<file path="config.mk">
export PLATFORM = sky130hd
export DESIGN_NAME = sv_pixel_streamer
export DESIGN_NICKNAME = d
export VERILOG_FILES = /design/src/rtl/sv_pixel_streamer.sv
export SDC_FILE = /design/constraint.sdc
export NUM_CORES = 1
export LEC_CHECK = 0
export ABC_AREA = 1
export ABC_CLOCK_PERIOD_IN_PS = 2900
export BUFFER_PORTS_ARGS = -buffer_cell sky130_fd_sc_hd__buf_2
export CAP_MARGIN = 10
export CORE_MARGIN = 8
export CORE_UTILIZATION = 31
export DETAILED_ROUTE_END_ITERATION = 7
export PLACE_DENSITY = 0.53
export SKIP_CTS_REPAIR_TIMING = 1
export SLEW_MARGIN = 20
export SYNTH_ARGS = -nofsm -noshare
export SYNTH_HDL_FRONTEND = slang
export SYNTH_SLANG_ARGS = --single-unit
</file>
<file path="constraint.sdc">
create_clock -name clk -period 2.9 [get_ports clk]
set_input_delay 0.58 -clock clk [delete_from_list [all_inputs] [get_ports clk]]
set_output_delay 0.58 -clock clk [all_outputs]
set_load 0.03 [all_outputs]
</file>
<file path="src/rtl/sv_pixel_streamer.sv">
// sv_pixel_streamer: producer side of the hwf kernel pixel interface.
// Fetches the test vector and each support vector from sync-read memories and
// streams matching pixel pairs plus the per-SV coefficient Bi to the kernel.
// Optional feature: define SV_ZERO_SKIP_EN to skip SVs whose coefficient is zero.
module sv_pixel_streamer #(
  parameter int unsigned XLEN_PIXEL    = 8,
  parameter int unsigned NUM_OF_PIXELS = 10,
  parameter int unsigned NUM_OF_SV     = 87,
  parameter int unsigned SV_ADDR_W     = 10,
  parameter int unsigned SV_IDX_W      = 7,
  parameter int unsigned PIX_IDX_W     = 4
) (
  input  logic                      clk,
  input  logic                      rst,
  input  logic                      start,
  input  logic                      kernel_done,
  output logic [SV_ADDR_W-1:0]      sv_addr,
  input  logic [XLEN_PIXEL-1:0]     sv_rdata,
  output logic [PIX_IDX_W-1:0]      test_addr,
  input  logic [XLEN_PIXEL-1:0]     test_rdata,
  output logic [SV_IDX_W-1:0]       bi_addr,
  input  logic [2*XLEN_PIXEL-1:0]   bi_rdata,
  output logic [XLEN_PIXEL-1:0]     x_test,
  output logic [XLEN_PIXEL-1:0]     x_sv,
  output logic [2*XLEN_PIXEL-1:0]   Bi,
  output logic                      stall_MEM,
  output logic                      sv_last,
  output logic [SV_IDX_W-1:0]       sv_index,
  output logic                      busy,
  output logic                      done
);

  localparam int unsigned BI_W = 2 * XLEN_PIXEL;
  localparam logic [PIX_IDX_W-1:0] LAST_PIX = PIX_IDX_W'(NUM_OF_PIXELS - 1);
  localparam logic [SV_IDX_W-1:0]  LAST_SV  = SV_IDX_W'(NUM_OF_SV - 1);

  typedef enum logic [2:0] {
    S_IDLE   = 3'd0,
    S_FETCH  = 3'd1,
    S_STREAM = 3'd2,
    S_WAIT_K = 3'd3,
    S_DONE   = 3'd4
  } state_t;

  state_t                 state;
  state_t                 state_nxt;
  logic [PIX_IDX_W-1:0]   pix;
  logic                   skip_c;
  logic                   last_sv_c;
  logic [SV_ADDR_W-1:0]   next_base_c;

  // Memory read data goes straight to the kernel; it is only meaningful while stall_MEM is low.
  assign x_test = test_rdata;
  assign x_sv   = sv_rdata;

  assign last_sv_c   = (sv_index == LAST_SV);
  assign next_base_c = SV_ADDR_W'((32'(sv_index) + 32'd1) * NUM_OF_PIXELS);

`ifdef SV_ZERO_SKIP_EN
  // A zero coefficient seen in the first stream cycle drops the whole SV.
  assign skip_c = (state == S_STREAM) && (pix == '0) && (bi_rdata == '0);
`else
  assign skip_c = 1'b0;
`endif

  // State register.
  always_ff @(posedge clk or posedge rst) begin
    if (rst) state <= S_IDLE;
    else     state <= state_nxt;
  end

  // Next-state decode.
  always_comb begin
    state_nxt = state;
    case (state)
      S_IDLE:   if (start) state_nxt = S_FETCH;
      S_FETCH:  state_nxt = S_STREAM;
      S_STREAM: begin
        if (skip_c)               state_nxt = last_sv_c ? S_DONE : S_FETCH;
        else if (pix == LAST_PIX) state_nxt = S_WAIT_K;
      end
      S_WAIT_K: if (kernel_done) state_nxt = last_sv_c ? S_DONE : S_FETCH;
      S_DONE:   state_nxt = S_IDLE;
      default:  state_nxt = S_IDLE;
    endcase
  end

  // Handshake outputs decoded from the current state.
  always_comb begin
    stall_MEM = 1'b1;
    sv_last   = 1'b0;
    busy      = (state != S_IDLE);
    done      = (state == S_DONE);
    if (state == S_STREAM && !skip_c) begin
      stall_MEM = 1'b0;
      sv_last   = (pix == LAST_PIX);
    end
  end

  // Index counters, prefetch addresses and the coefficient register.
  always_ff @(posedge clk or posedge rst) begin
    if (rst) begin
      sv_index  <= '0;
      pix       <= '0;
      sv_addr   <= '0;
      test_addr <= '0;
      bi_addr   <= '0;
      Bi        <= '0;
    end else begin
      case (state)
        S_IDLE: begin
          if (start) begin
            sv_index  <= '0;
            pix       <= '0;
            sv_addr   <= '0;
            test_addr <= '0;
            bi_addr   <= '0;
          end
        end
        S_FETCH: begin
          pix <= '0;
          // Pixel 0 was addressed this cycle; move on to pixel 1 if there is one.
          if (test_addr != LAST_PIX) begin
            sv_addr   <= sv_addr + SV_ADDR_W'(1);
            test_addr <= test_addr + PIX_IDX_W'(1);
          end
        end
        S_STREAM: begin
          if (skip_c) begin
            if (!last_sv_c) begin
              sv_index  <= sv_index + SV_IDX_W'(1);
              sv_addr   <= next_base_c;
              test_addr <= '0;
              bi_addr   <= sv_index + SV_IDX_W'(1);
            end
          end else begin
            if (pix == '0)       Bi  <= BI_W'(bi_rdata);
            if (pix != LAST_PIX) pix <= pix + PIX_IDX_W'(1);
            // Prefetch stops at the last pixel so addresses never run past the SV.
            if (test_addr != LAST_PIX) begin
              sv_addr   <= sv_addr + SV_ADDR_W'(1);
              test_addr <= test_addr + PIX_IDX_W'(1);
            end
          end
        end
        S_WAIT_K: begin
          if (kernel_done && !last_sv_c) begin
            sv_index  <= sv_index + SV_IDX_W'(1);
            sv_addr   <= next_base_c;
            test_addr <= '0;
            bi_addr   <= sv_index + SV_IDX_W'(1);
          end
        end
        default: ;
      endcase
    end
  end

endmodule

</file>
==> key figures <==
Placement
  – DP HPWL: slightly above 5 mm
  – Placer Congestion: 0.8195
  – Dpl cells: 495
  – Dpl ws: approximately 0.2 ns
  – Cell Area, Placed: between 3000 and 4000 um^2
  – IO buf count: 67

Synthesis
  – Mapped Nets: 398
  – Synth area leader: dfrtp_1
  – Main synth FF type: dfrtp_1
  – Top cells by area, synth: dfrtp_1 39%, nand2_1 9.2%, ha_1 8.0%, buf_4 6.7%, mux2_2 6.4%
  – Synthesized flop and latch total: 44
  – Yosys synthesis warning count: 0
  – Post-synth top area share: about two fifths
  – Syn Inst Count: around 340
  – Cell area after synthesis: 2819 um^2
  – Number of synthesized flops with an enable pin: 0
  – Synth cell types: 30
  – Register area share after synthesis: 39.06%
  – Ys async rst share: 100.0%
  – Synth Area per Inst: approximately 8.2 um^2

Detailed routing
  – Post-Route WL: approximately 6.6 mm
  – DR DRC count: 0
  – Pre-Repair DR Iteration Count: 4
  – Vias: 2,307
  – Vias per cell: 4.586
  – DR WL/cell: approximately 13 um
  – Drt first-iter violations: between 100 and 150
  – DRT antenna net count: 0

Global routing
  – Largest net degree at the start of global routing: 45
  – Tot GR Track Use: 10.82%
  – Gr ovfl total: 0
  – Initial antenna violation count: 0
  – Vias in the first global route: about 2,300
  – Wire length of the first global-routing pass: roughly 11 mm

Cells and area
  – Diode count: 0
  – P&R area growth vs syn: 14.87%
  – Final nets: between 400 and 500
  – Final core occ: between 30% and 40%
  – Fill cells: a little over 900
  – Share of cells above drive strength 1: 27.81%
  – Post-layout instance area: 3238 um^2
  – Multi-input combinational cell area: ~1300 um^2
  – Area occupied by registers: 1102 um^2
  – Final Non-Filler Cells: between 500 and 600

Clock tree
  – Clock Pin Slew Worst Setup and Hold Paths: 0.09 ns
  – H-tree levels: 2
  – Worst skew pair latency: about 0.3 ns
  – Clock Sinks: 44
  – Clock Tree Buf Depth: 2
  – CTS tree: yes
  – TritonCTS buffer count: 5
  – Root Buffer Master: clkbuf_8

Critical path
  – CP Capture Type: flop
  – Worst-path fanout max: 8
  – CP arrival: between 2 and 3 ns
  – Worst Path Required: 3.10 ns
  – Setup Crit Path Kind: reg -> reg
  – Crit path launch type: flop

Pwr
  – Total power: approximately 3.5 mW
  – Power Density: roughly 1100 nW/um^2
  – Leakage: ~1.7 nW
  – VDD IR max: between 0.2 and 0.25 mV

STA
  – Endpoints failing hold: 0
  – Setup TNS: 0 ns
  – Slew Viols, Final: 0
  – Final Setup Violations: 0
  – Worst Max-Slew Pin Slew: 0.5801 ns
  – Max-slew headroom: approximately three fifths
  – Fin crit share: between 90% and 100%
  – Worst Skew: roughly 0.0074 ns
  – Final min period: about 2.7 ns
  – WHS: just over 0.4 ns
  – RSZ-0062 raised after global routing: false
  – Worst Setup Slack, final: roughly 0.22 ns
  – Fmax: about 0.37 GHz

Job
  – Max cap viols: 0

Die
  – Initial Utilization: between 30% and 40%
  – I/O pin cnt: 100
  – Die area: 12,400 um^2
  – Core Region: about 9000 um^2
  – Row count: 35
  – Die Y: 111.4 um
  – Die width: 111.4 um

Status
  – Status: completed

Hold path
  – HP Class: in -> async
## cells by family after synthesis
kind of cell / count (synthesis) / synth area share [%]
compound gates: 40 / 7.723
flops: 44 / 39.06
simple gates: 143 / 22.77
mux: 16 / 6.391
xor+xnor: 6 / 1.864
fa+ha+maj: 19 / 8.700
buf+inv: 75 / 13.49
## cells in the final DEF, fill, tap and decap left out, types with 2 or more instances in the layout
| cell type | instances |
|---|---|
| a21oi_1 | 7 |
| buf_2 | 67 |
| buf_4 | 3 |
| clkbuf_8 | 6 |
| dfrtp_1 | 43 |
| ha_1 | 18 |
| inv_1 | 41 |
| inv_2 | 4 |
| mux2_2 | 16 |
| nand2_1 | 69 |
| nand3_1 | 30 |
| nand3_2 | 2 |
| nand4_1 | 4 |
| nor2_1 | 24 |
| nor3_1 | 7 |
| o21ai_0 | 17 |
| o21ai_1 | 8 |
| o22ai_1 | 2 |
| or2_2 | 3 |
| xor2_1 | 5 |
## cells in the mapped netlist, types with 3 or more instances
| library cell | instances |
|---|---|
| a21oi_1 | 7 |
| buf_2 | 4 |
| buf_4 | 25 |
| dfrtp_1 | 44 |
| ha_1 | 18 |
| inv_1 | 42 |
| inv_2 | 4 |
| mux2_2 | 16 |
| nand2_1 | 69 |
| nand3_1 | 30 |
| nand4_1 | 4 |
| nor2_1 | 24 |
| nor3_1 | 7 |
| o21ai_0 | 17 |
| o21ai_1 | 8 |
| or2_2 | 3 |
| xor2_1 | 6 |
## routing by layer
metal / vias up / global-route usage, % / share of wire, %
met2: 58 / 18.29 / 47
li1: 1187 / - / -
met4: 0 / 2.667 / 0.91
met3: 5 / 3.817 / 7.1
met1: 1057 / 12.74 / 45
met5: - / 0 / 0
## critical path, stage by stage, from the launching register on
cell and delay, ns:
dfrtp_1 0.35, buf_4 0.16, nand3_1 0.18, xor2_2 0.22, ha_1 0.31, ha_1 0.18, inv_1 0.08, fa_1 0.35
inv_1 0.09, nand2_1 0.05, nand2_1 0.06, a21oi_1 0.06, or2_2 0.27, nand3_1 0.07, nand2_1 0.06, nand2_1 0.05
nand2_1 0.05
## worst paths after layout
check	from	to	slack (ns)	depth (start not counted)
setup / recovery	sv_index[0]$_DFFE_PP0P_	sv_addr[8]$_DFFE_PP0P_	0.22	16
setup reg to reg	sv_index[0]$_DFFE_PP0P_	sv_addr[8]$_DFFE_PP0P_	0.22	16
hold / removal	rst	Bi[0]$_DFFE_PP0P_	0.40	3
max in group asynchronous	rst	sv_index[1]$_DFFE_PP0P_	2.06	3
hold reg to reg	Bi[6]$_DFFE_PP0P_	Bi[6]$_DFFE_PP0P_	0.50	1
min in group clk	Bi[6]$_DFFE_PP0P_	Bi[6]$_DFFE_PP0P_	0.50	1
## report_power, final
| group | leakage, nW | internal, mW | switching (mW) | total [mW] |
|---|---|---|---|---|
| clock | 0.0614 | 0.282 | 0.226 | 0.508 |
| combinational | 1.09 | 0.632 | 1.30 | 1.93 |
| sequential | 0.550 | 0.852 | 0.181 | 1.03 |
## registers in the layout, summed over array words and instances, names as in the netlist
register,cells
test_addr,4
Bi,16
state,3
sv_index,7
pix,4
sv_addr,10
## area by class of cell
cell class	instances	share of cell area (%)
multi-input combinational	224	41.54
inverter	46	5.332
tap	111	4.289
timing repair buffer	70	11.05
sequential	44	34.04
clock buffer	6	2.550
clock inverter	2	1.198
(Power assumes the default switching activity.)
